==> src/rtl/tl45_pkg.sv <==
// Shared tl45 pipeline definitions: fetch FSM states and fixed instruction encodings.
package tl45_pkg;

  typedef enum logic [2:0] {
    FETCH_IDLE,
    FETCH_REQ,
    FETCH_WAIT,
    FETCH_HOLD,
    FETCH_HALT
  } fetch_state_t;

  localparam logic [31:0] TL45_NOP          = 32'h0000_0000;
  localparam logic [31:0] TL45_ILLEGAL_INST = 32'hFFFF_FFFF;
  localparam logic [31:0] TL45_PC_STEP      = 32'd4;

endpackage

==> src/rtl/tl45_fetch.sv <==
// tl45 instruction fetch: owns the PC, issues single-outstanding Wishbone reads and
// presents {pc, inst} to decode through a registered, stall-aware output buffer.
module tl45_fetch
  import tl45_pkg::*;
#(
  parameter logic [31:0] RESET_PC = 32'h0000_0000
) (
  input  logic        i_clk,
  input  logic        i_reset,
  input  logic        i_pipe_stall,
  input  logic        i_branch_valid,
  input  logic [31:0] i_branch_pc,
  output logic [31:0] o_buf_pc,
  output logic [31:0] o_buf_inst,
  output logic        o_fetch_err,
  output logic        o_wb_cyc,
  output logic        o_wb_stb,
  output logic [29:0] o_wb_addr,
  input  logic        i_wb_ack,
  input  logic        i_wb_stall,
  input  logic        i_wb_err,
  input  logic [31:0] i_wb_data
);

  localparam logic [31:0] PC_ALIGN_MASK = 32'hFFFF_FFFC;

  fetch_state_t state_q, state_d;
  logic [31:0]  pc_q, pc_d;
  logic [31:0]  hold_q, hold_d;
  logic         hold_err_q, hold_err_d;
  logic [31:0]  buf_pc_q, buf_pc_d;
  logic [31:0]  buf_inst_q, buf_inst_d;
  logic         fetch_err_q, fetch_err_d;

  always_ff @(posedge i_clk or posedge i_reset) begin
    if (i_reset) begin
      state_q     <= FETCH_IDLE;
      pc_q        <= RESET_PC & PC_ALIGN_MASK;
      hold_q      <= TL45_NOP;
      hold_err_q  <= 1'b0;
      buf_pc_q    <= 32'h0;
      buf_inst_q  <= TL45_NOP;
      fetch_err_q <= 1'b0;
    end else begin
      state_q     <= state_d;
      pc_q        <= pc_d;
      hold_q      <= hold_d;
      hold_err_q  <= hold_err_d;
      buf_pc_q    <= buf_pc_d;
      buf_inst_q  <= buf_inst_d;
      fetch_err_q <= fetch_err_d;
    end
  end

  always_comb begin
    state_d     = state_q;
    pc_d        = pc_q;
    hold_d      = hold_q;
    hold_err_d  = hold_err_q;
    buf_pc_d    = buf_pc_q;
    buf_inst_d  = buf_inst_q;
    fetch_err_d = 1'b0;

    // An unstalled cycle presents a bubble unless a word is loaded below.
    if (!i_pipe_stall) begin
      buf_pc_d   = 32'h0;
      buf_inst_d = TL45_NOP;
    end

    case (state_q)
      FETCH_IDLE: state_d = FETCH_REQ;

      FETCH_REQ: begin
        if (!i_wb_stall) state_d = FETCH_WAIT;
      end

      FETCH_WAIT: begin
        if (i_wb_ack) begin
          if (!i_pipe_stall) begin
            buf_pc_d   = pc_q;
            buf_inst_d = i_wb_data;
            pc_d       = pc_q + TL45_PC_STEP;
            state_d    = FETCH_REQ;
          end else begin
            hold_d     = i_wb_data;
            hold_err_d = 1'b0;
            state_d    = FETCH_HOLD;
          end
        end else if (i_wb_err) begin
          fetch_err_d = 1'b1;
          if (!i_pipe_stall) begin
            buf_pc_d   = pc_q;
            buf_inst_d = TL45_ILLEGAL_INST;
            state_d    = FETCH_HALT;
          end else begin
            hold_d     = TL45_ILLEGAL_INST;
            hold_err_d = 1'b1;
            state_d    = FETCH_HOLD;
          end
        end
      end

      FETCH_HOLD: begin
        if (!i_pipe_stall) begin
          buf_pc_d   = pc_q;
          buf_inst_d = hold_q;
          if (hold_err_q) begin
            state_d = FETCH_HALT;
          end else begin
            pc_d    = pc_q + TL45_PC_STEP;
            state_d = FETCH_REQ;
          end
        end
      end

      FETCH_HALT: state_d = FETCH_HALT;

      default: state_d = FETCH_IDLE;
    endcase

    // Flush overrides everything, including a response arriving this cycle.
    if (i_branch_valid) begin
      pc_d        = i_branch_pc & PC_ALIGN_MASK;
      buf_pc_d    = 32'h0;
      buf_inst_d  = TL45_NOP;
      hold_d      = TL45_NOP;
      hold_err_d  = 1'b0;
      fetch_err_d = 1'b0;
      state_d     = FETCH_IDLE;
    end
  end

  always_comb begin
    o_wb_cyc  = (state_q == FETCH_REQ) || (state_q == FETCH_WAIT);
    o_wb_stb  = (state_q == FETCH_REQ);
    o_wb_addr = pc_q[31:2];
  end

  assign o_buf_pc    = buf_pc_q;
  assign o_buf_inst  = buf_inst_q;
  assign o_fetch_err = fetch_err_q;

endmodule

==> config.mk <==
export PLATFORM = sky130hd
export DESIGN_NAME = tl45_fetch
export DESIGN_NICKNAME = d
export VERILOG_FILES = /design/src/rtl/tl45_pkg.sv /design/src/rtl/tl45_fetch.sv
export SDC_FILE = /design/constraint.sdc
export NUM_CORES = 1
export LEC_CHECK = 0
export BUFFER_PORTS_ARGS = -buffer_cell sky130_fd_sc_hd__clkbuf_2
export CAP_MARGIN = 40
export CORE_ASPECT_RATIO = 2
export CORE_UTILIZATION = 41
export CTS_CLUSTER_SIZE = 20
export DETAILED_ROUTE_END_ITERATION = 6
export PLACE_DENSITY = 0.76
export REMOVE_ABC_BUFFERS = 1
export SLEW_MARGIN = 20
export SYNTH_ARGS = -nofsm -noshare
export SYNTH_HDL_FRONTEND = slang
export SYNTH_SLANG_ARGS = --single-unit
==> constraint.sdc <==
create_clock -name i_clk -period 3.6 [get_ports i_clk]
set_input_delay 0.36 -clock i_clk [delete_from_list [all_inputs] [get_ports i_clk]]
set_output_delay 0.36 -clock i_clk [all_outputs]
set_load 0.05 [all_outputs]
Word level (Yosys, flattened, before mapping) --
Cells that the tools add are included.
Storage, ports and cells: register bits 133, input port bits 71
Cells by class: add/subtract/negate cells 1, equal/unequal tests 12, multiplexer cells 45, reductions and logical operators 8
Operators by type and width (count):
- $mux W32 | 23
- $pmux W32 S2 | 3
- $add A32 B3 Y32 const B | 1
- $mux W3 | 7
- $ne A3 B3 Y1 const B | 7
- $pmux W3 S5 | 1
- $mux W1 | 10
- $eq A3 B2 Y1 const B | 2
- $reduce_bool A3 Y1 | 2
- $reduce_and A5 Y1 | 1
- $ne A4 B4 Y1 const B | 1
- $reduce_and A4 Y1 | 1
- $eq A3 B1 Y1 const B | 1
- $eq A3 B3 Y1 const B | 1
- $logic_not A3 Y1 | 1
- $reduce_and A3 Y1 | 1
- $mux W2 | 1
- $reduce_bool A2 Y1 | 1
- $logic_or A1 B1 Y1 | 1

Depth between registers and ports, before layout --
Gate-level depths: netlist of run 1.
depth after elaboration 6, depth in mapped cells 7

Least setup slack after synthesis of run 1 --
Ideal clock, no wire load.
path kind reg2reg, from reg pc_q[14], to reg pc_q[25], library setup time 82 ps, arrival time 2203 ps, required time 3518 ps, path slack 1315 ps, cell stages (with the launch flop) 6, cells stage by stage dfrtp_1 > nand4_2 > or4_4 > buf_6 > or4_1 > a31oi_1
On the way: longest elaborated chain between the ends 5, elaborated cells on any way between the ends 7
Ends and longest elaborated chain:
- start: declaration | line tl45_fetch.sv:28 | logic [31:0] pc_q, pc_d;
- start signal: assignment | line tl45_fetch.sv:38 | pc_q <= RESET_PC & PC_ALIGN_MASK;
- start signal: assignment | line tl45_fetch.sv:46 | pc_q <= pc_d;
- $add A32 B3 Y32 * | line tl45_fetch.sv:82, tl45_fetch.sv:110
- $mux W32, on equally long branches | line tl45_fetch.sv:107, tl45_fetch.sv:79
- $mux W32, on equally long branches | line tl45_fetch.sv:104, tl45_fetch.sv:78
- $pmux W32 S2 * | line tl45_fetch.sv:70 | case (state_q)
- $mux W32 * | line tl45_fetch.sv:122 | if (i_branch_valid) begin
Every way passes the cells marked *; elsewhere a longest branch is shown, timed or not. The select of a mux whose other input is x is not followed. A chain may end at the register's enable or synchronous reset.

Worst setup path after layout of run 1 --
from reg state_q[0], to reg pc_q[18]
On the way: longest elaborated chain between the ends 3, elaborated cells on any way between the ends 10
Ends and longest elaborated chain:
- start: declaration | line tl45_fetch.sv:27 | fetch_state_t state_q, state_d;
- start signal: assignment | line tl45_fetch.sv:45 | state_q <= state_d;
- $eq A3 B2 Y1 | line tl45_fetch.sv:70
- $ne A3 B3 Y1 (no source line) (tied with other cells)
- $reduce_and A5 Y1 (no source line) / $mux W32 (equally long branches)
Several ways; a longest one is shown, not always the timed one.

==> impl_metrics.json, run 1 <==
{
  "ys_warn_count": 0,
  "route.vias.total": 5449,
  "hold_buffers": 1,
  "synthCells": 618,
  "synth_seq_area_share_pct": 53.7,
  "areaGrowthSynthToFinish_pct": 24.8,
  "tightestPinTransition_ps": 912,
  "crit_path_top_delay_cell": "or4_1",
  "via_per_inst": 5.65,
  "tns_ps": 0,
  "ant_nets": 0,
  "fp.dieW_um": 88.3,
  "synth_cell_types": 47,
  "grt_pass1_vias": 5346,
  "htreeDepth": 4,
  "dieArea_mm2": 0.0154,
  "cts_buffer_depth": 2,
  "routed_wl_um": 16600,
  "worst_slew_margin_rel_pct": 38.7,
  "synth_area_leaders": "dfrtp_1 54%, a311oi_1 4.6%, a22o_1 4.4%, a22oi_1 4.1%, o21ai_0 3.9%",
  "period_needed_ps": 2400,
  "cp_cell_sequence": "nor2b_1, o2111ai_1, or4_1, a31oi_1",
  "cts-root-buf": "clkbuf_16",
  "ir_worst_vdd_v": 0.000317,
  "die_h_um": 175,
  "rsz0062_at_grt": "no",
  "synth.most_common_cell": "dfrtp_1",
  "start_util_pct": 42.3,
  "cp.arrival_ps": 2730,
  "dp_hpwl_um": 11500,
  "cp_num_cells": 4,
  "final_cell_area_mm2": 0.00763,
  "max_freq_ghz": 0.417,
  "synthesis.area_mm2": 0.00611,
  "grt_max_degree": 71,
  "setup_viol": 0,
  "post-route-util_pct": 52.9,
  "io_buffers": 165,
  "diodes": 0,
  "cp.required_ps": 3930,
  "clk_pin_slew_worst_paths_ps": 60,
  "max_stage_delay_ps": 620,
  "synth_edf_count": 0,
  "grt_pass1_wl_um": 26300,
  "fin_skew_ps": 7.81,
  "synth-main-ff-cell": "dfrtp_1",
  "row_count": 62,
  "grt_overflow": 0,
  "cp_top_family": "simple AND/OR/NAND/NOR gates",
  "drc": 0,
  "clk-insertion-delay-late_ps": 410,
  "cp-start-kind": "register",
  "clock-sinks": 131,
  "critPathMaxFanout": 14,
  "endpoint_kind": "register",
  "cts_tree": "yes",
  "synth.top_cell.area_share_pct": 53.7,
  "p_leak_nw": 3.53,
  "design.core.area_mm2": 0.0144,
  "place_congestion": 0.836,
  "period_share_pct": 66.6,
  "finalNetCount": 836,
  "crit_buf_inv": 0,
  "pin_count": 168,
  "maxCapViolations": 0,
  "ys_top_cells_by_count": "131 x dfrtp_1, 58 x nor2_1, 48 x clkbuf_1, 48 x o21ai_0, 38 x inv_1",
  "wl_per_cell_um": 17.2,
  "powerDensity_mw_per_mm2": 468,
  "min_path_type": "input pin to register",
  "initialDrtViolationCount": 248,
  "yosys.area.top_type": "dfrtp_1",
  "synth_area_per_cell_um2": 9.88,
  "cts.repair.resized": 0,
  "dp.cells": 936,
  "async_flop_share_pct": 100,
  "antenna_found_initial": 0,
  "post_cts_buffers": 0,
  "r2r_cells": 4,
  "report.final.slew_viol_count": 0,
  "hold_depth": 3,
  "drt-pass1-iter-count": 6,
  "grtUsageTotal_pct": 22.2,
  "path_class": "register to register",
  "status": "finished, final reports clean",
  "finalHoldViolations": 0,
  "final_cell_count_no_fill": 965,
  "drive_gt1_share_pct": 27.7,
  "cts_buffers": 17,
  "place_area_mm2": 0.00712,
  "ys_seq_elements": 131
}
==> layout by cell type (no fill, tap or decap), types with 5 or more instances in the layout <==
master	synthesis	layout
a21oi_1	34	34
a22o_1	31	31
a22oi_1	33	33
a311oi_1	32	32
a31oi_1	15	15
and4_1	5	5
buf_4	0	11
clkbuf_16	0	17
clkbuf_2	1	164
dfrtp_1	131	131
inv_1	38	37
nand2_1	28	28
nand2b_1	5	5
nand3_1	15	15
nand4_1	7	7
nor2_1	58	58
o211ai_1	6	6
o21ai_0	48	48
o31ai_1	11	11
or3_1	6	6
or4_1	16	16
==> report_power, final <==
part,switching (mW),total (mW),internal [mW]
registers,0.0774,1.60,1.53
clock network,0.596,1.49,0.893
logic,0.348,0.475,0.127
total,1.02,3.57,2.55
==> cells by family (layout without fill, tap and decap cells) <==
| logic type | after synthesis | after routing | synth area share (%) |
|---|---|---|---|
| adders and majority gates | 1 | 1 | 0.205 |
| buffers and inverters | 91 | 246 | 5.76 |
| xor gates and xnor gates | 7 | 7 | 1.00 |
| and+or+nand+nor | 163 | 163 | 13.7 |
| muxes | 1 | 1 | 0.164 |
| AOI/OAI and AO/OA | 224 | 224 | 25.5 |
| DFF | 131 | 131 | 53.7 |
==> worst register-to-register path, stage by stage (launching register included) <==
cell and delay, ps:
dfrtp_1 600, nor2b_1 440, o2111ai_1 480, or4_1 630
a31oi_1 170
==> per-stage QoR <==
stage	setup WS (ps)	power, mW	hold slack, ps
floorplan	-880	1.91	423
global placement	1170	2.09	470
detailed placement	1210	2.10	420
CTS	1220	3.61	137
global route	1050	3.70	171
finish	1200	3.57	155
==> routing by layer <==
metal | GRT usage [%] | vias to the layer above | part of all wire, %
met5 | 0 | - | 0
met4 | 9.34 | 0 | 2.1
met3 | 4.25 | 23 | 3.9
met2 | 41.0 | 179 | 56
met1 | 23.7 | 2653 | 38
li1 | - | 2594 | -
==> cell type report <==
cell class / instances / area (µm²)
Fill cell: 1370 / 6800
Sequential cell: 131 / 3280
Multi-Input combinational cell: 396 / 2500
Timing Repair Buffer: 179 / 961
Clock buffer: 22 / 464
Tap cell: 192 / 240
Inverter: 39 / 151
Clock inverter: 6 / 35.0
==> sequential cells by signal, indices dropped and copies added, names as in the netlist <==
register	cells
o_fetch_err	1
o_buf_pc	32
o_buf_inst	32
state_q	3
hold_err_q	1
hold_q	32
pc_q	30
==> path summary, 6_finish.rpt <==
path | start | to | slack, ps
worst max-delay path | state_q[0] | pc_q[18] | 1200
worst min-delay path | i_branch_pc[10] | pc_q[10] | 150
worst max register to register | state_q[0] | pc_q[18] | 1200
worst min register to register | o_buf_pc[0] | o_buf_pc[0] | 500
max in group asynchronous | i_reset | hold_q[13] | 2370
min in group asynchronous | i_reset | pc_q[10] | 550
Note: power is estimated with default switching activity, not from simulation.
==> run 2, diff against run 1 <==
==> constraint.sdc (replaced) <==
create_clock -name i_clk -period 2 [get_ports i_clk]
set_input_delay 0.2 -clock i_clk [delete_from_list [all_inputs] [get_ports i_clk]]
set_output_delay 0.2 -clock i_clk [all_outputs]
set_load 0.05 [all_outputs]
==> impl_metrics.json, run 2 (synthesis gave the netlist of run 1 again) <==
{
  "cts_buffers": 17,
  "period_share_pct": 98.8,
  "setup_viol": 0,
  "cp.required_ps": 2300,
  "finalNetCount": 900,
  "ir_worst_vdd_v": 0.000564,
  "power_mw": 6.86,
  "rsz0062_at_grt": "yes",
  "design.core.area_mm2": 0.0144,
  "critPathMaxFanout": 5,
  "drc": 0,
  "tightestPinTransition_ps": 479,
  "period_needed_ps": 1980,
  "hp-start": "i_branch_pc[2]",
  "grt_pass1_vias": 5886,
  "initialDrtViolationCount": 284,
  "cp_cell_sequence": "buf_4, nor3b_4, buf_4, o2111ai_1, o31a_1, o31a_1",
  "endpoint_kind": "register",
  "fin_skew_ps": 7.82,
  "ant_nets": 0,
  "htreeDepth": 4,
  "dieArea_mm2": 0.0154,
  "finalHoldViolations": 0,
  "grtUsageTotal_pct": 23.9,
  "grt_max_degree": 74,
  "drt-pass1-iter-count": 5,
  "start_util_pct": 42.3,
  "layout_common_cells": "164 x clkbuf_2, 130 x dfrtp_1, 60 x buf_4",
  "cp-start-kind": "register",
  "die_h_um": 175,
  "io_buffers": 165,
  "maxCapViolations": 0,
  "max_freq_ghz": 0.506,
  "dp_hpwl_um": 12300,
  "final_cell_area_mm2": 0.00832,
  "p_leak_nw": 3.87,
  "final_common_cell": "clkbuf_2",
  "hold_depth": 3,
  "antenna_found_initial": 0,
  "powerDensity_mw_per_mm2": 824,
  "crit_path_top_delay_cell": "dfrtp_1",
  "via_per_inst": 5.76,
  "r2r_cells": 6,
  "clock-sinks": 131,
  "cts-root-buf": "clkbuf_16",
  "r2r-start": "state_q[2]",
  "cts_tree": "yes",
  "max_stage_delay_ps": 380,
  "min_path_type": "input pin to register",
  "place_congestion": 0.879,
  "clk-insertion-delay-late_ps": 420,
  "path_class": "register to register",
  "drive_gt1_share_pct": 33.9,
  "pin_count": 168,
  "diodes": 0,
  "crit_path_start": "state_q[2]",
  "row_count": 62,
  "report.final.slew_viol_count": 0,
  "cp.arrival_ps": 2270,
  "areaGrowthSynthToFinish_pct": 36.2,
  "place_area_mm2": 0.00753,
  "clk_pin_slew_worst_paths_ps": 60,
  "fp.dieW_um": 88.3,
  "worst_slew_margin_rel_pct": 67.3,
  "cts_buffer_depth": 2,
  "routed_wl_um": 18400,
  "wl_per_cell_um": 17.8,
  "route.vias.total": 5946,
  "grt_pass1_wl_um": 28400,
  "grt_overflow": 0,
  "status": "finished, final reports clean"
}
## run 2: changes by cell type in the layout (fill, tap and decap cells not counted), moves of 3 or more
cell	previous run	this run
buf_4	11	60
dlygate4sd3_1	1	10
buf_12	0	5
clkinvlp_4	2	7
clkbuf_1	3	0
## run 2: repair_timing
| item | in CTS | in global routing |
|---|---|---|
| hold buffers | 10 | 0 |
| pin swaps | 0 | 12 |
| setup endpoints to repair | 2 | 24 |
| gates resized for setup | 1 | 16 |
| endpoints found under the hold margin | 140 | 0 |
| gates cloned | 0 | 2 |
| setup buffers | 0 | 4 |
## run 2: metal layers
layer	vias up	global-route usage [%]	wire length [µm]
li1	2727	-	-
met1	2893	24.5	6510
met2	265	42.8	10100
met3	61	4.58	967
met4	0	14.8	808
met5	-	0	0
## run 2: area by class of cell
| type | instances | area [µm²] |
|---|---|---|
| Clock buffer | 19 | 453 |
| Inverter | 39 | 151 |
| Multi-Input combinational cell | 396 | 2550 |
| Clock inverter | 13 | 111 |
| Timing Repair Buffer | 243 | 1530 |
| Sequential cell | 131 | 3280 |
| Fill cell | 1296 | 6110 |
| Tap cell | 192 | 240 |
## run 2: critical path: cells and delay by family, from the launching register on
family | cells | cell delay (ps)
AO/OA/AOI/OAI | 3 | 850
flip-flops | 1 | 380
AND/OR/NAND/NOR | 1 | 320
buffers and inverters | 2 | 310
## run 2: worst paths after layout
path | to | slack [ps]
max reg2reg | pc_q[31] | 20
min in group asynchronous | o_buf_inst[26] | 420
min | pc_q[2] | 20
min reg2reg | o_buf_pc[0] | 490
max in group asynchronous | pc_q[4] | 1220
max | pc_q[31] | 20
## run 2: metrics by stage
step | cells | setup WS (ps) | hold slack [ps] | setup TNS, ps | util [%]
floorplan | 566 | -2480 | 263 | -341880 | -
global placement | 985 | -5.43 | 296 | -5.43 | 52.2
detailed placement | 985 | -11.2 | 310 | -11.2 | 52.2
CTS | 1027 | 16.4 | 3.52 | 0 | 56.9
global route | 1033 | -23.2 | 15.8 | -79.4 | 57.6
finish | 1033 | 23.9 | 19.7 | 0 | 57.6
## run 2: power breakdown
| group | internal (mW) | switching [mW] |
|---|---|---|
| Combinational | 0.331 | 0.738 |
| Sequential | 2.75 | 0.0752 |
| Clock | 1.76 | 1.20 |
